===== src/rtl/pipe_ctrl_pkg.sv =====
// rtl/pipe_ctrl_pkg.sv - shared stage indices, encodings and FSM states for pipe_ctrl
// IRQ_DRAIN state present only with PIPE_CTRL_IRQ_EN
package pipe_ctrl_pkg;

  localparam int          INST_ADDR_W = 32;             // InstAddrBus
  localparam logic [31:0] INST_NOP    = 32'h0000_0013;  // addi x0, x0, 0

  localparam int NSTG       = 5;
  localparam int STG_PC     = 0;
  localparam int STG_IF_ID  = 1;
  localparam int STG_ID_EX  = 2;
  localparam int STG_EX_MEM = 3;
  localparam int STG_WB     = 4;

  localparam logic [NSTG-1:0] HOLD_ALL    = 5'b11111;
  localparam logic [NSTG-1:0] HOLD_MEM    = 5'b10000;
  localparam logic [NSTG-1:0] HOLD_EX     = 5'b11000;
  localparam logic [NSTG-1:0] HOLD_LDUSE  = 5'b11100;
  localparam logic [NSTG-1:0] HOLD_DRAIN  = 5'b11110;
  localparam logic [NSTG-1:0] FLUSH_NONE  = 5'b00000;
  localparam logic [NSTG-1:0] FLUSH_MEM   = 5'b10000;
  localparam logic [NSTG-1:0] FLUSH_EX    = 5'b01000;
  localparam logic [NSTG-1:0] FLUSH_JUMP  = 5'b00110;
  localparam logic [NSTG-1:0] FLUSH_LDUSE = 5'b00100;
  localparam logic [NSTG-1:0] FLUSH_DRAIN = 5'b00010;

  typedef enum logic [1:0] {
    ST_RUN    = 2'd0,
    ST_MSTALL = 2'd1,
    ST_XSTALL = 2'd2
`ifdef PIPE_CTRL_IRQ_EN
    , ST_IRQ_DRAIN = 2'd3
`endif
  } state_e;

  localparam logic [1:0] DRAIN_LAST = 2'd3;

endpackage


===== src/rtl/pipe_ctrl_gnrl_dfflr.sv =====
// rtl/pipe_ctrl_gnrl_dfflr.sv - load-enabled flop with async active-low reset to zero
module gnrl_dfflr #(
  parameter int DW = 1
) (
  input  logic          clk,
  input  logic          rst_n,
  input  logic          lden_i,
  input  logic [DW-1:0] dnxt_i,
  output logic [DW-1:0] qout_o
);

  logic [DW-1:0] data_q;

  always_ff @(posedge clk or negedge rst_n) begin
    if (!rst_n) begin
      data_q <= '0;
    end else if (lden_i) begin
      data_q <= dnxt_i;
    end
  end

  assign qout_o = data_q;

endmodule


===== src/rtl/pipe_ctrl_stall_cnt.sv =====
// rtl/pipe_ctrl_stall_cnt.sv - saturating up-counter, holds at all-ones
module stall_cnt #(
  parameter int W = 32
) (
  input  logic         clk,
  input  logic         rst_n,
  input  logic         inc_i,
  output logic [W-1:0] cnt_o
);

  logic [W-1:0] cnt_q;
  logic [W-1:0] cnt_d;
  logic         sat;

  assign sat   = &cnt_q;
  assign cnt_d = cnt_q + W'(1);

  gnrl_dfflr #(.DW(W)) u_cnt (
    .clk    (clk),
    .rst_n  (rst_n),
    .lden_i (inc_i & ~sat),
    .dnxt_i (cnt_d),
    .qout_o (cnt_q)
  );

  assign cnt_o = cnt_q;

endmodule


===== src/rtl/pipe_ctrl.sv =====
// rtl/pipe_ctrl.sv - stall/bubble/redirect arbiter for the five-stage core
// Optional IRQ drain sequence enabled by PIPE_CTRL_IRQ_EN
module pipe_ctrl
  import pipe_ctrl_pkg::*;
#(
  parameter int ADDR_W = INST_ADDR_W,
  parameter int CNT_W  = 32
) (
  input  logic              clk,
  input  logic              rstn,
  input  logic              ld_use_i,
  input  logic              ex_busy_i,
  input  logic              mem_busy_i,
  input  logic              jump_i,
  input  logic [ADDR_W-1:0] jump_addr_i,
  output logic [NSTG-1:0]   hold_en_o,
  output logic [NSTG-1:0]   flush_o,
  output logic              jump_o,
  output logic [ADDR_W-1:0] jump_addr_o,
`ifdef PIPE_CTRL_IRQ_EN
  input  logic              irq_i,
  input  logic [ADDR_W-1:0] irq_vec_i,
  output logic              irq_ack_o,
`endif
  output logic [CNT_W-1:0]  stall_cnt_o
);

  logic [1:0]        state_raw;
  state_e            state_q, state_d;
  logic              pend_vld_q, pend_vld_d;
  logic [ADDR_W-1:0] pend_addr_q;
  logic              pend_set, pend_clr, stalled;
`ifdef PIPE_CTRL_IRQ_EN
  logic [1:0]        drain_q, drain_d;
`endif

  assign stalled = mem_busy_i | ex_busy_i;
  assign state_q = state_e'(state_raw);

  always_comb begin
    hold_en_o   = HOLD_ALL;
    flush_o     = FLUSH_NONE;
    jump_o      = 1'b0;
    jump_addr_o = '0;
    pend_clr    = 1'b0;
    pend_set    = stalled & jump_i;
    state_d     = state_q;
`ifdef PIPE_CTRL_IRQ_EN
    irq_ack_o   = 1'b0;
    drain_d     = drain_q;
    // Redirects arriving mid-drain are on the interrupted path and are dropped
    if (state_q == ST_IRQ_DRAIN) pend_set = 1'b0;
`endif

    if (mem_busy_i) begin
      hold_en_o = HOLD_MEM;
      flush_o   = FLUSH_MEM;
    end else if (ex_busy_i) begin
      hold_en_o = HOLD_EX;
      flush_o   = FLUSH_EX;
`ifdef PIPE_CTRL_IRQ_EN
    end else if (state_q == ST_IRQ_DRAIN) begin
      if (drain_q == DRAIN_LAST) begin
        flush_o     = FLUSH_JUMP;
        jump_o      = 1'b1;
        jump_addr_o = irq_vec_i;
        irq_ack_o   = 1'b1;
      end else begin
        hold_en_o = HOLD_DRAIN;
        flush_o   = FLUSH_DRAIN;
      end
`endif
    end else if (jump_i || pend_vld_q) begin
      // A live jump is younger than anything pending, so it takes the target
      flush_o     = FLUSH_JUMP;
      jump_o      = 1'b1;
      jump_addr_o = jump_i ? jump_addr_i : pend_addr_q;
      pend_clr    = pend_vld_q;
    end else if (ld_use_i) begin
      hold_en_o = HOLD_LDUSE;
      flush_o   = FLUSH_LDUSE;
    end

    case (state_q)
      ST_RUN: begin
        if (mem_busy_i) state_d = ST_MSTALL;
        else if (ex_busy_i) state_d = ST_XSTALL;
`ifdef PIPE_CTRL_IRQ_EN
        else if (irq_i && !jump_i && !pend_vld_q && !ld_use_i) begin
          state_d = ST_IRQ_DRAIN;
          drain_d = 2'd0;
        end
`endif
      end
      ST_MSTALL: if (!mem_busy_i) state_d = ex_busy_i ? ST_XSTALL : ST_RUN;
      ST_XSTALL: begin
        if (mem_busy_i) state_d = ST_MSTALL;
        else if (!ex_busy_i) state_d = ST_RUN;
      end
`ifdef PIPE_CTRL_IRQ_EN
      ST_IRQ_DRAIN: begin
        if (!stalled) begin
          if (drain_q == DRAIN_LAST) state_d = ST_RUN;
          else drain_d = drain_q + 2'd1;
        end
      end
`endif
      default: state_d = ST_RUN;
    endcase
  end

  assign pend_vld_d = pend_set | (pend_vld_q & ~pend_clr);

  gnrl_dfflr #(.DW(2)) u_state (
    .clk(clk), .rst_n(rstn), .lden_i(1'b1), .dnxt_i(state_d), .qout_o(state_raw)
  );

  gnrl_dfflr #(.DW(1)) u_pend_vld (
    .clk(clk), .rst_n(rstn), .lden_i(1'b1), .dnxt_i(pend_vld_d), .qout_o(pend_vld_q)
  );

  gnrl_dfflr #(.DW(ADDR_W)) u_pend_addr (
    .clk(clk), .rst_n(rstn), .lden_i(pend_set), .dnxt_i(jump_addr_i), .qout_o(pend_addr_q)
  );

`ifdef PIPE_CTRL_IRQ_EN
  gnrl_dfflr #(.DW(2)) u_drain (
    .clk(clk), .rst_n(rstn), .lden_i(1'b1), .dnxt_i(drain_d), .qout_o(drain_q)
  );
`endif

  stall_cnt #(.W(CNT_W)) u_stall_cnt (
    .clk   (clk),
    .rst_n (rstn),
    .inc_i (~hold_en_o[STG_PC]),
    .cnt_o (stall_cnt_o)
  );

endmodule


===== config.mk =====
export PLATFORM = sky130hd
export DESIGN_NAME = pipe_ctrl
export DESIGN_NICKNAME = d
export VERILOG_FILES = /design/src/rtl/pipe_ctrl_pkg.sv /design/src/rtl/pipe_ctrl_gnrl_dfflr.sv /design/src/rtl/pipe_ctrl_stall_cnt.sv /design/src/rtl/pipe_ctrl.sv
export SDC_FILE = /design/constraint.sdc
export NUM_CORES = 1
export LEC_CHECK = 0
export BUFFER_PORTS_ARGS = -buffer_cell sky130_fd_sc_hd__buf_4
export CORE_MARGIN = 3
export CORE_UTILIZATION = 50
export CTS_CLUSTER_DIAMETER = 50
export DETAILED_ROUTE_END_ITERATION = 7
export HOLD_SLACK_MARGIN = 0.12
export PLACE_DENSITY = 0.9
export SLEW_MARGIN = 20
export SYNTH_ARGS = -nofsm -noshare
export SYNTH_HDL_FRONTEND = slang
export SYNTH_SLANG_ARGS = --single-unit

===== constraint.sdc =====
create_clock -name clk -period 2.4 [get_ports clk]
set_input_delay 0.48 -clock clk [delete_from_list [all_inputs] [get_ports clk]]
set_output_delay 0.48 -clock clk [all_outputs]
set_load 0.005 [all_outputs]

==> results of run 1 <==
## layout make-up
type / count / area [um2] / area share
Sequential cell: 65 / 1630 / 0.368
Inverter: 4 / 15.0 / 0.00340
Tap cell: 77 / 96.3 / 0.0218
Clock inverter: 6 / 58.8 / 0.0133
Multi-Input combinational cell: 216 / 1630 / 0.370
Clock buffer: 10 / 128 / 0.0289
Timing Repair Buffer: 115 / 863 / 0.195
## cell families after synthesis
kind of cell	share of synthesized area
xor gates and xnor gates	0.0757
DFF	0.485
adders and majority gates	0.00373
other	0.00224
buffers and inverters	0.0328
muxes	0.206
and+or+nand+nor	0.168
AOI/OAI and AO/OA	0.0265
## power by group
group          switching, mW  leakage, nW  internal [mW]
registers              0.120        0.820           1.23
clock network          0.420       0.0998          0.475
logic                  0.228         1.20          0.331
total                  0.769         2.12           2.04
## Yosys cell counts
cell and n:
nor3b_4 1, nand3b_1 1, a21oi_1 3, conb_1 2, nand2_1 15, nor2b_1 1, dfrtp_1 65, xnor2_1 28
o21ai_1 2, nor4_2 1, o21a_1 2, inv_1 4, buf_1 3, nor2_1 41, ha_1 1, and4_1 2
nand4_1 14, and4_4 1, o311ai_4 1, o211a_1 1, mux2_2 33, a31oi_2 1, clkbuf_1 6, nor3_2 1
xor2_1 1, mux2i_1 32, buf_2 1, nand3_1 17, and2_1 2, and3_1 7, buf_6 1, nor3_1 4
buf_4 6, nor4_4 1
## sequential cells by signal (all words and copies together), names as in the netlist
name	count
u_pend_vld.qout_o	1
u_stall_cnt.u_cnt.qout_o	32
u_pend_addr.qout_o	32
## routing by layer
layer  GRT usage  vias up  part of all wire
met5           0        -                 0
met3      0.0499       15             0.055
met1       0.258     1311              0.42
met2       0.344      102              0.50
met4      0.0948        0             0.021
li1            -     1268                 -
## final timing paths
kind,from,to,slack [ns],cells after the start
worst max-delay path,u_stall_cnt.u_cnt.qout_o[0],u_stall_cnt.u_cnt.qout_o[23],0.33,6
worst min-delay path,rstn,u_stall_cnt.u_cnt.qout_o[1],0.22,1
worst min register to register,u_pend_addr.qout_o[31],u_pend_addr.qout_o[31],0.51,1
max in group asynchronous,rstn,u_stall_cnt.u_cnt.qout_o[28],1.61,1
min in group clk,jump_addr_i[20],u_pend_addr.qout_o[20],0.38,2
worst max register to register,u_stall_cnt.u_cnt.qout_o[0],u_stall_cnt.u_cnt.qout_o[23],0.33,6
## per-stage QoR
stage / utilization / setup WS, ns
final: 0.688 / 0.327
after global routing: 0.688 / 0.153
after CTS: 0.688 / 0.321
after detailed placement: 0.659 / 0.328
after global placement: 0.659 / 0.349
after floorplan: - / 0.441
## worst register-to-register path, stage by stage (launching register included)
cell      delay, ns
dfrtp_1        0.42
ha_1           0.23
and3_1         0.23
and4_1         0.24
a21oi_1        0.48
nand3b_1       0.21
xnor2_1        0.17
==> impl_metrics.env, run 1 <==
export IMPL_worstHoldPathType="in -> async"
export IMPL_instances_no_fill=493
export IMPL_cts_buffers=9
export IMPL_post_drt_wl_per_cell_um=16.0
export IMPL_synth_largest_area_cell="dfrtp_1"
export IMPL_first_global_vias=2761
export IMPL_ys_types=34
export IMPL_first_pass_iters=4
export IMPL_core_mm2=0.00642
export IMPL_ant_nets=0
export IMPL_area_delta_synth_final_pct=31.8
export IMPL_ir_drop_v=0.000380
export IMPL_dieHeight_um=87.9
export IMPL_status="complete, no violations"
export IMPL_wl_um=7870
export IMPL_hold_viol_final=0
export IMPL_die_width_um=87.9
export IMPL_final_cell_mix="buf_4 (115), dfrtp_1 (65), nor2_1 (41)"
export IMPL_postPlaceCellArea_mm2=0.00424
export IMPL_antenna_found_initial=0
export IMPL_avgSynthCellArea_um2=11.1
export IMPL_clock_root_buffer="clkbuf_8"
export IMPL_fin_crit_ns=2.07
export IMPL_io_pins=113
export IMPL_rows=29
export IMPL_cp_arrival_ns=2.30
export IMPL_ys_seq_area_frac=0.485
export IMPL_cp_max_fo=7
export IMPL_nets=450
export IMPL_critPathRequiredTime_ns=2.63
export IMPL_syn_inst=302
export IMPL_track_usage=0.208
export IMPL_path_buf_inv=0
export IMPL_drv_cap=0
export IMPL_antenna_diode_count=0
export IMPL_io_buffers=110
export IMPL_grt_start_max_net_pins=66
export IMPL_die_area_mm2=0.00773
export IMPL_clkTransAtPathRegs_ns=0.08
export IMPL_gp_congestion=0.833
export IMPL_worst_setup_path_start_kind="register"
export IMPL_endpoint_kind="register"
export IMPL_drtIter0Drc=132
export IMPL_cts_buffer_depth=2
export IMPL_htreeDepth=3
export IMPL_critical_path_class="reg -> reg"
export IMPL_power_mw=2.80
export IMPL_ys_warn_count=0
export IMPL_worst_path_dominant_cell_family="simple AND/OR/NAND/NOR gates"
export IMPL_synth_area_mm2=0.00336
export IMPL_cts_hold_buffers=0
export IMPL_tightest_slew_ns=0.827
export IMPL_dp_cells=477
export IMPL_cp_cell_sequence="ha_1, and3_1, and4_1, a21oi_1, nand3b_1, xnor2_1"
export IMPL_synth_seq_cells=65
export IMPL_fmax_mhz=482
export IMPL_synth_top_area_frac=0.485
export IMPL_cpPeakStageDelay_ns=0.48
export IMPL_final_common_cell="buf_4"
export IMPL_clock_latency_ns=0.34
export IMPL_fillers=468
export IMPL_drc=0
export IMPL_timing_hold_ws_ns=0.223
export IMPL_cts_tree="built"
export IMPL_fin_area_mm2=0.00442
export IMPL_slew_limit_headroom=0.449
export IMPL_setup_tns_ns=0
export IMPL_vias_per_cell=5.47
export IMPL_final_period_utilization=0.864
export IMPL_cts_sinks=65
export IMPL_setup_viol=0
export IMPL_rsz0062_at_grt="no"
export IMPL_yosys_top_cells_area="dfrtp_1 (48%), mux2_2 (11%), mux2i_1 (9.5%)"
export IMPL_num_vias=2696
export IMPL_drive_gt1_frac=0.413
export IMPL_start_util=0.523
export IMPL_finalMaxSlewViolations=0
export IMPL_slowest_stage="a21oi_1"
export IMPL_grt_pass1_wl_um=12700
export IMPL_place_hpwl_um=5650
export IMPL_cts_resized=0
export IMPL_power_density_mw_per_mm2=634
export IMPL_cts_setup_buffers=0
export IMPL_grt_ovfl_total=0
export IMPL_p_leak_nw=2.12
export IMPL_synthesis_nets=341
export IMPL_clock_skew_ns=0.0177
Power figures use the tool's default switching activity.
==> run 2, diff against run 1 <==
- CORE_UTILIZATION: 50 -> 35
- PLACE_DENSITY: 0.9 -> 0.7
- REMOVE_ABC_BUFFERS: default -> 1
==> run 2 against run 1 <==
Compared with the run above: clock skew decreased by 0.011 ns; via count decreased by 2.3%; cell area is 2.8% higher; final cell count is 11% higher; critical path type is now reg -> out; sequential power about the same; combinational power is essentially flat.
==> impl_metrics.env, run 2 (same netlist as run 1, synthesis figures left out) <==
export IMPL_status="complete, no violations"
export IMPL_p_switching_mw=0.740
export IMPL_cts_hold_buffers=0
export IMPL_clock_latency_ns=0.33
export IMPL_io_buffers=110
export IMPL_first_pass_iters=4
export IMPL_grt_pass1_wl_um=13600
export IMPL_p_leak_nw=2.15
export IMPL_grt_start_max_net_pins=66
export IMPL_place_hpwl_um=5870
export IMPL_power_density_mw_per_mm2=648
export IMPL_rsz0062_at_grt="no"
export IMPL_cts_setup_buffers=0
export IMPL_die_area_mm2=0.0108
export IMPL_clock_skew_ns=0.00688
export IMPL_final_common_cell="buf_4"
export IMPL_cts_sinks=65
export IMPL_wl_um=8040
export IMPL_power_mw=2.95
export IMPL_ant_nets=0
export IMPL_worst_setup_path_start_kind="register"
export IMPL_drtIter0Drc=75
export IMPL_gp_congestion=0.768
export IMPL_dp_cells=533
export IMPL_die_width_um=104
export IMPL_clock_root_buffer="clkbuf_8"
export IMPL_vias_per_cell=4.80
export IMPL_ir_drop_v=0.000405
export IMPL_drc=0
export IMPL_first_global_vias=2778
export IMPL_clkTransAtPathRegs_ns=0.07
export IMPL_nets=454
export IMPL_cp_max_fo=33
export IMPL_p_int_mw=2.20
export IMPL_cp_arrival_ns=1.59
export IMPL_fin_crit_ns=2.07
export IMPL_htreeDepth=3
export IMPL_p_clk_frac=0.353
export IMPL_endpoint_kind="primary output"
export IMPL_postPlaceCellArea_mm2=0.00432
export IMPL_crit_start="u_pend_vld.qout_o"
export IMPL_combinationalPowerShare=0.189
export IMPL_setup_viol=0
export IMPL_critPathRequiredTime_ns=1.92
export IMPL_post_drt_wl_per_cell_um=14.6
export IMPL_drive_gt1_frac=0.414
export IMPL_finalMaxSlewViolations=0
export IMPL_critical_path_class="reg -> out"
export IMPL_drv_cap=0
export IMPL_area_delta_synth_final_pct=35.5
export IMPL_slew_limit_headroom=0.449
export IMPL_fmax_mhz=484
export IMPL_hold_viol_final=0
export IMPL_fillers=878
export IMPL_instances_no_fill=549
export IMPL_antenna_found_initial=0
export IMPL_tightest_slew_ns=0.827
export IMPL_cts_tree="built"
export IMPL_start_util=0.361
export IMPL_cts_resized=0
export IMPL_antenna_diode_count=0
export IMPL_p_seq_frac=0.458
export IMPL_core_mm2=0.00928
export IMPL_final_cell_mix="buf_4 (119), dfrtp_1 (65), nor2_1 (41)"
export IMPL_cts_buffer_depth=2
export IMPL_fin_area_mm2=0.00455
export IMPL_rows=35
export IMPL_cts_buffers=9
export IMPL_num_vias=2635
export IMPL_p_sw_frac=0.251
export IMPL_reg2reg_from="u_stall_cnt.u_cnt.qout_o[0]"
export IMPL_track_usage=0.153
export IMPL_grt_ovfl_total=0
export IMPL_worstHoldPathType="in -> async"
export IMPL_io_pins=113
export IMPL_final_period_utilization=0.861
export IMPL_dieHeight_um=104
[run 2: path summary, 6_finish.rpt]
path | slack [ns] | end | cells past startpoint
min in group clk | 0.38 | u_pend_addr.qout_o[10] | 2
min reg2reg | 0.50 | u_pend_addr.qout_o[1] | 1
max reg2reg | 0.38 | u_stall_cnt.u_cnt.qout_o[8] | 7
max | 0.33 | flush_o[2] | 4
max in group asynchronous | 1.62 | u_stall_cnt.u_cnt.qout_o[24] | 1
min | 0.24 | u_pend_addr.qout_o[18] | 1
[run 2: routing by layer]
layer	global-route usage	share of wire	vias to the layer above
met4	0.0494	0.016	0
met5	0	0	-
met1	0.199	0.47	1256
li1	-	-	1272
met2	0.239	0.44	96
met3	0.0540	0.071	11
[run 2: metrics by stage]
step	util	TNS, ns	setup WS [ns]	hold WS (ns)
2_1_floorplan	-	-2.83	-0.0886	0.184
3_3_place_gp	0.466	0	0.367	0.485
3_5_place_dp	0.466	0	0.333	0.492
4_1_cts	0.490	0	0.317	0.265
5_1_grt	0.490	0	0.219	0.293
6_report	0.490	0	0.334	0.240
[run 2: critical path, stage by stage (launching register included)]
cell	delay, ns
dfrtp_1	0.44
o21ai_2	0.18
buf_4	0.34
nand2_1	0.13
buf_4	0.16
[run 2: power groups by stage]
stage / Sequential (mW) / Combinational, mW / Clock, mW
after global routing: 1.37 / 0.616 / 1.12
final: 1.35 / 0.557 / 1.04
after global placement: 1.36 / 0.555 / 0
after floorplan: 1.35 / 0.271 / 0
after detailed placement: 1.37 / 0.566 / 0
after CTS: 1.35 / 0.569 / 1.07
[run 2: area by class of cell]
cell class                 count  area (um2)  area share
inverter                       4        15.0     0.00330
timing repair buffer         119         893       0.197
sequential                    65        1630       0.358
clock inverter                 2        60.1      0.0132
multi-input combinational    216        1630       0.358
tap                          129         161      0.0355
clock buffer                  14         163      0.0358
==> run 3, diff against run 2 <==
- CORE_MARGIN: 3 -> 2
==> run 3 against run 2 <==
Compared with the run above: utilization fell by 0.28 points; largest power group unchanged; die area fell by 3.8%; sequential power barely moved; final cell count fell by 0.36%; worst hold slack got worse by 0.026 ns; critical endpoint is now jump_addr_o[21]; sequential cell count did not move.
==> impl_metrics.env, run 3 (same netlist as run 1, synthesis figures left out) <==
export IMPL_status="complete, no violations"
export IMPL_slowest_stage="dfrtp_1"
export IMPL_rows=35
export IMPL_ant_nets=0
export IMPL_cpPeakStageDelay_ns=0.43
export IMPL_clock_skew_ns=0.00496
export IMPL_wl_um=7960
export IMPL_timing_hold_ws_ns=0.214
export IMPL_fin_crit_ns=2.09
export IMPL_dieHeight_um=102
export IMPL_crit_top_cell="buf_4"
export IMPL_final_cell_mix="buf_4 (117), dfrtp_1 (65), nor2_1 (41)"
export IMPL_endpoint_kind="primary output"
export IMPL_setup_viol=0
export IMPL_instances_no_fill=547
export IMPL_drc=0
export IMPL_clock_root_buffer="clkbuf_8"
export IMPL_grt_ovfl_total=0
export IMPL_drtIter0Drc=38
export IMPL_cp_max_fo=32
export IMPL_grt_start_max_net_pins=66
export IMPL_cp_arrival_ns=1.61
export IMPL_place_hpwl_um=5840
export IMPL_first_pass_iters=4
export IMPL_track_usage=0.154
export IMPL_die_area_mm2=0.0104
export IMPL_gp_congestion=0.746
export IMPL_postPlaceCellArea_mm2=0.00431
export IMPL_worst_path_dominant_cell_family="buffers and inverters"
export IMPL_cts_resized=0
export IMPL_first_global_vias=2566
export IMPL_cts_sinks=65
export IMPL_fin_area_mm2=0.00452
export IMPL_cts_setup_buffers=0
export IMPL_fillers=865
export IMPL_fmax_mhz=479
export IMPL_die_width_um=102
export IMPL_cts_hold_buffers=0
export IMPL_worst_setup_path_start_kind="register"
export IMPL_rsz0062_at_grt="no"
export IMPL_cts_buffers=9
export IMPL_finalMaxSlewViolations=0
export IMPL_power_mw=2.90
export IMPL_p_leak_nw=2.13
export IMPL_drive_gt1_frac=0.414
export IMPL_cp_cell_sequence="o21ai_2, buf_4, nor2_1, buf_4"
export IMPL_grt_pass1_wl_um=12400
export IMPL_nets=452
export IMPL_critical_path_class="reg -> out"
export IMPL_cts_tree="built"
export IMPL_vias_per_cell=4.82
export IMPL_path_buf_inv=2
export IMPL_drv_cap=0
export IMPL_antenna_found_initial=0
export IMPL_slew_limit_headroom=0.454
export IMPL_antenna_diode_count=0
export IMPL_cts_buffer_depth=2
export IMPL_clkTransAtPathRegs_ns=0.07
export IMPL_ir_drop_v=0.000396
export IMPL_io_buffers=110
export IMPL_io_pins=113
export IMPL_final_period_utilization=0.870
export IMPL_critPathRequiredTime_ns=1.92
export IMPL_start_util=0.361
export IMPL_worstHoldPathType="in -> async"
export IMPL_power_density_mw_per_mm2=642
export IMPL_core_mm2=0.00928
export IMPL_area_delta_synth_final_pct=34.7
export IMPL_dp_cells=531
export IMPL_clock_latency_ns=0.34
export IMPL_post_drt_wl_per_cell_um=14.6
export IMPL_hold_viol_final=0
export IMPL_num_vias=2638
export IMPL_tightest_slew_ns=0.819
export IMPL_final_common_cell="buf_4"
export IMPL_htreeDepth=3
run 3: cell types whose count changed in the layout (fill, tap and decap cells not counted), sizes merged:
cell      change
clkinvlp      +2
clkbuf        -3
buf           -2
clkinv        +1
run 3: worst paths after layout:
check / slack, ns / depth (start not counted) / start / endpoint
max reg2reg: 0.46 / 6 / u_stall_cnt.u_cnt.qout_o[0] / u_stall_cnt.u_cnt.qout_o[1]
max: 0.31 / 4 / u_pend_vld.qout_o / jump_addr_o[21]
max in group asynchronous: 1.62 / 1 / rstn / u_stall_cnt.u_cnt.qout_o[1]
min reg2reg: 0.50 / 1 / u_pend_addr.qout_o[13] / u_pend_addr.qout_o[13]
min: 0.21 / 1 / rstn / u_pend_addr.qout_o[11]
min in group clk: 0.38 / 2 / jump_addr_i[11] / u_pend_addr.qout_o[11]
run 3: metal layers:
| metal | share of wire | global-route usage | up-vias |
|---|---|---|---|
| met1 | 0.45 | 0.193 | 1267 |
| met4 | 0.013 | 0.0523 | 0 |
| met3 | 0.080 | 0.0486 | 10 |
| met5 | 0 | 0 | - |
| li1 | - | - | 1266 |
| met2 | 0.46 | 0.255 | 95 |
run 3: worst register-to-register path, stage by stage, from the launching register on:
cell and delay, ns:
dfrtp_1 0.42, ha_1 0.22, and3_1 0.22, and4_1 0.23
a31oi_2 0.16, buf_4 0.22, mux2_2 0.36
run 3: where the power goes:
part           leakage (nW)  switching, mW  internal [mW]
combinational          1.21          0.225          0.330
sequential            0.820          0.116           1.23
clock                0.0995          0.416          0.584
total                  2.13          0.758           2.14
run 3: cell type report:
class	count	area [um2]	area share
Tap cell	129	161	0.0357
Multi-Input combinational cell	216	1630	0.360
Inverter	4	15.0	0.00332
Timing Repair Buffer	117	878	0.194
Clock inverter	5	80.1	0.0177
Sequential cell	65	1630	0.360
Clock buffer	11	131	0.0291
run 3: per-stage QoR:
stage                     setup TNS, ns   util  setup slack (ns)
after floorplan                   -2.83      -           -0.0886
after global placement                0  0.464             0.390
after CTS                             0  0.487             0.254
final                                 0  0.487             0.313
after global routing                  0  0.487             0.195
after detailed placement              0  0.464             0.349
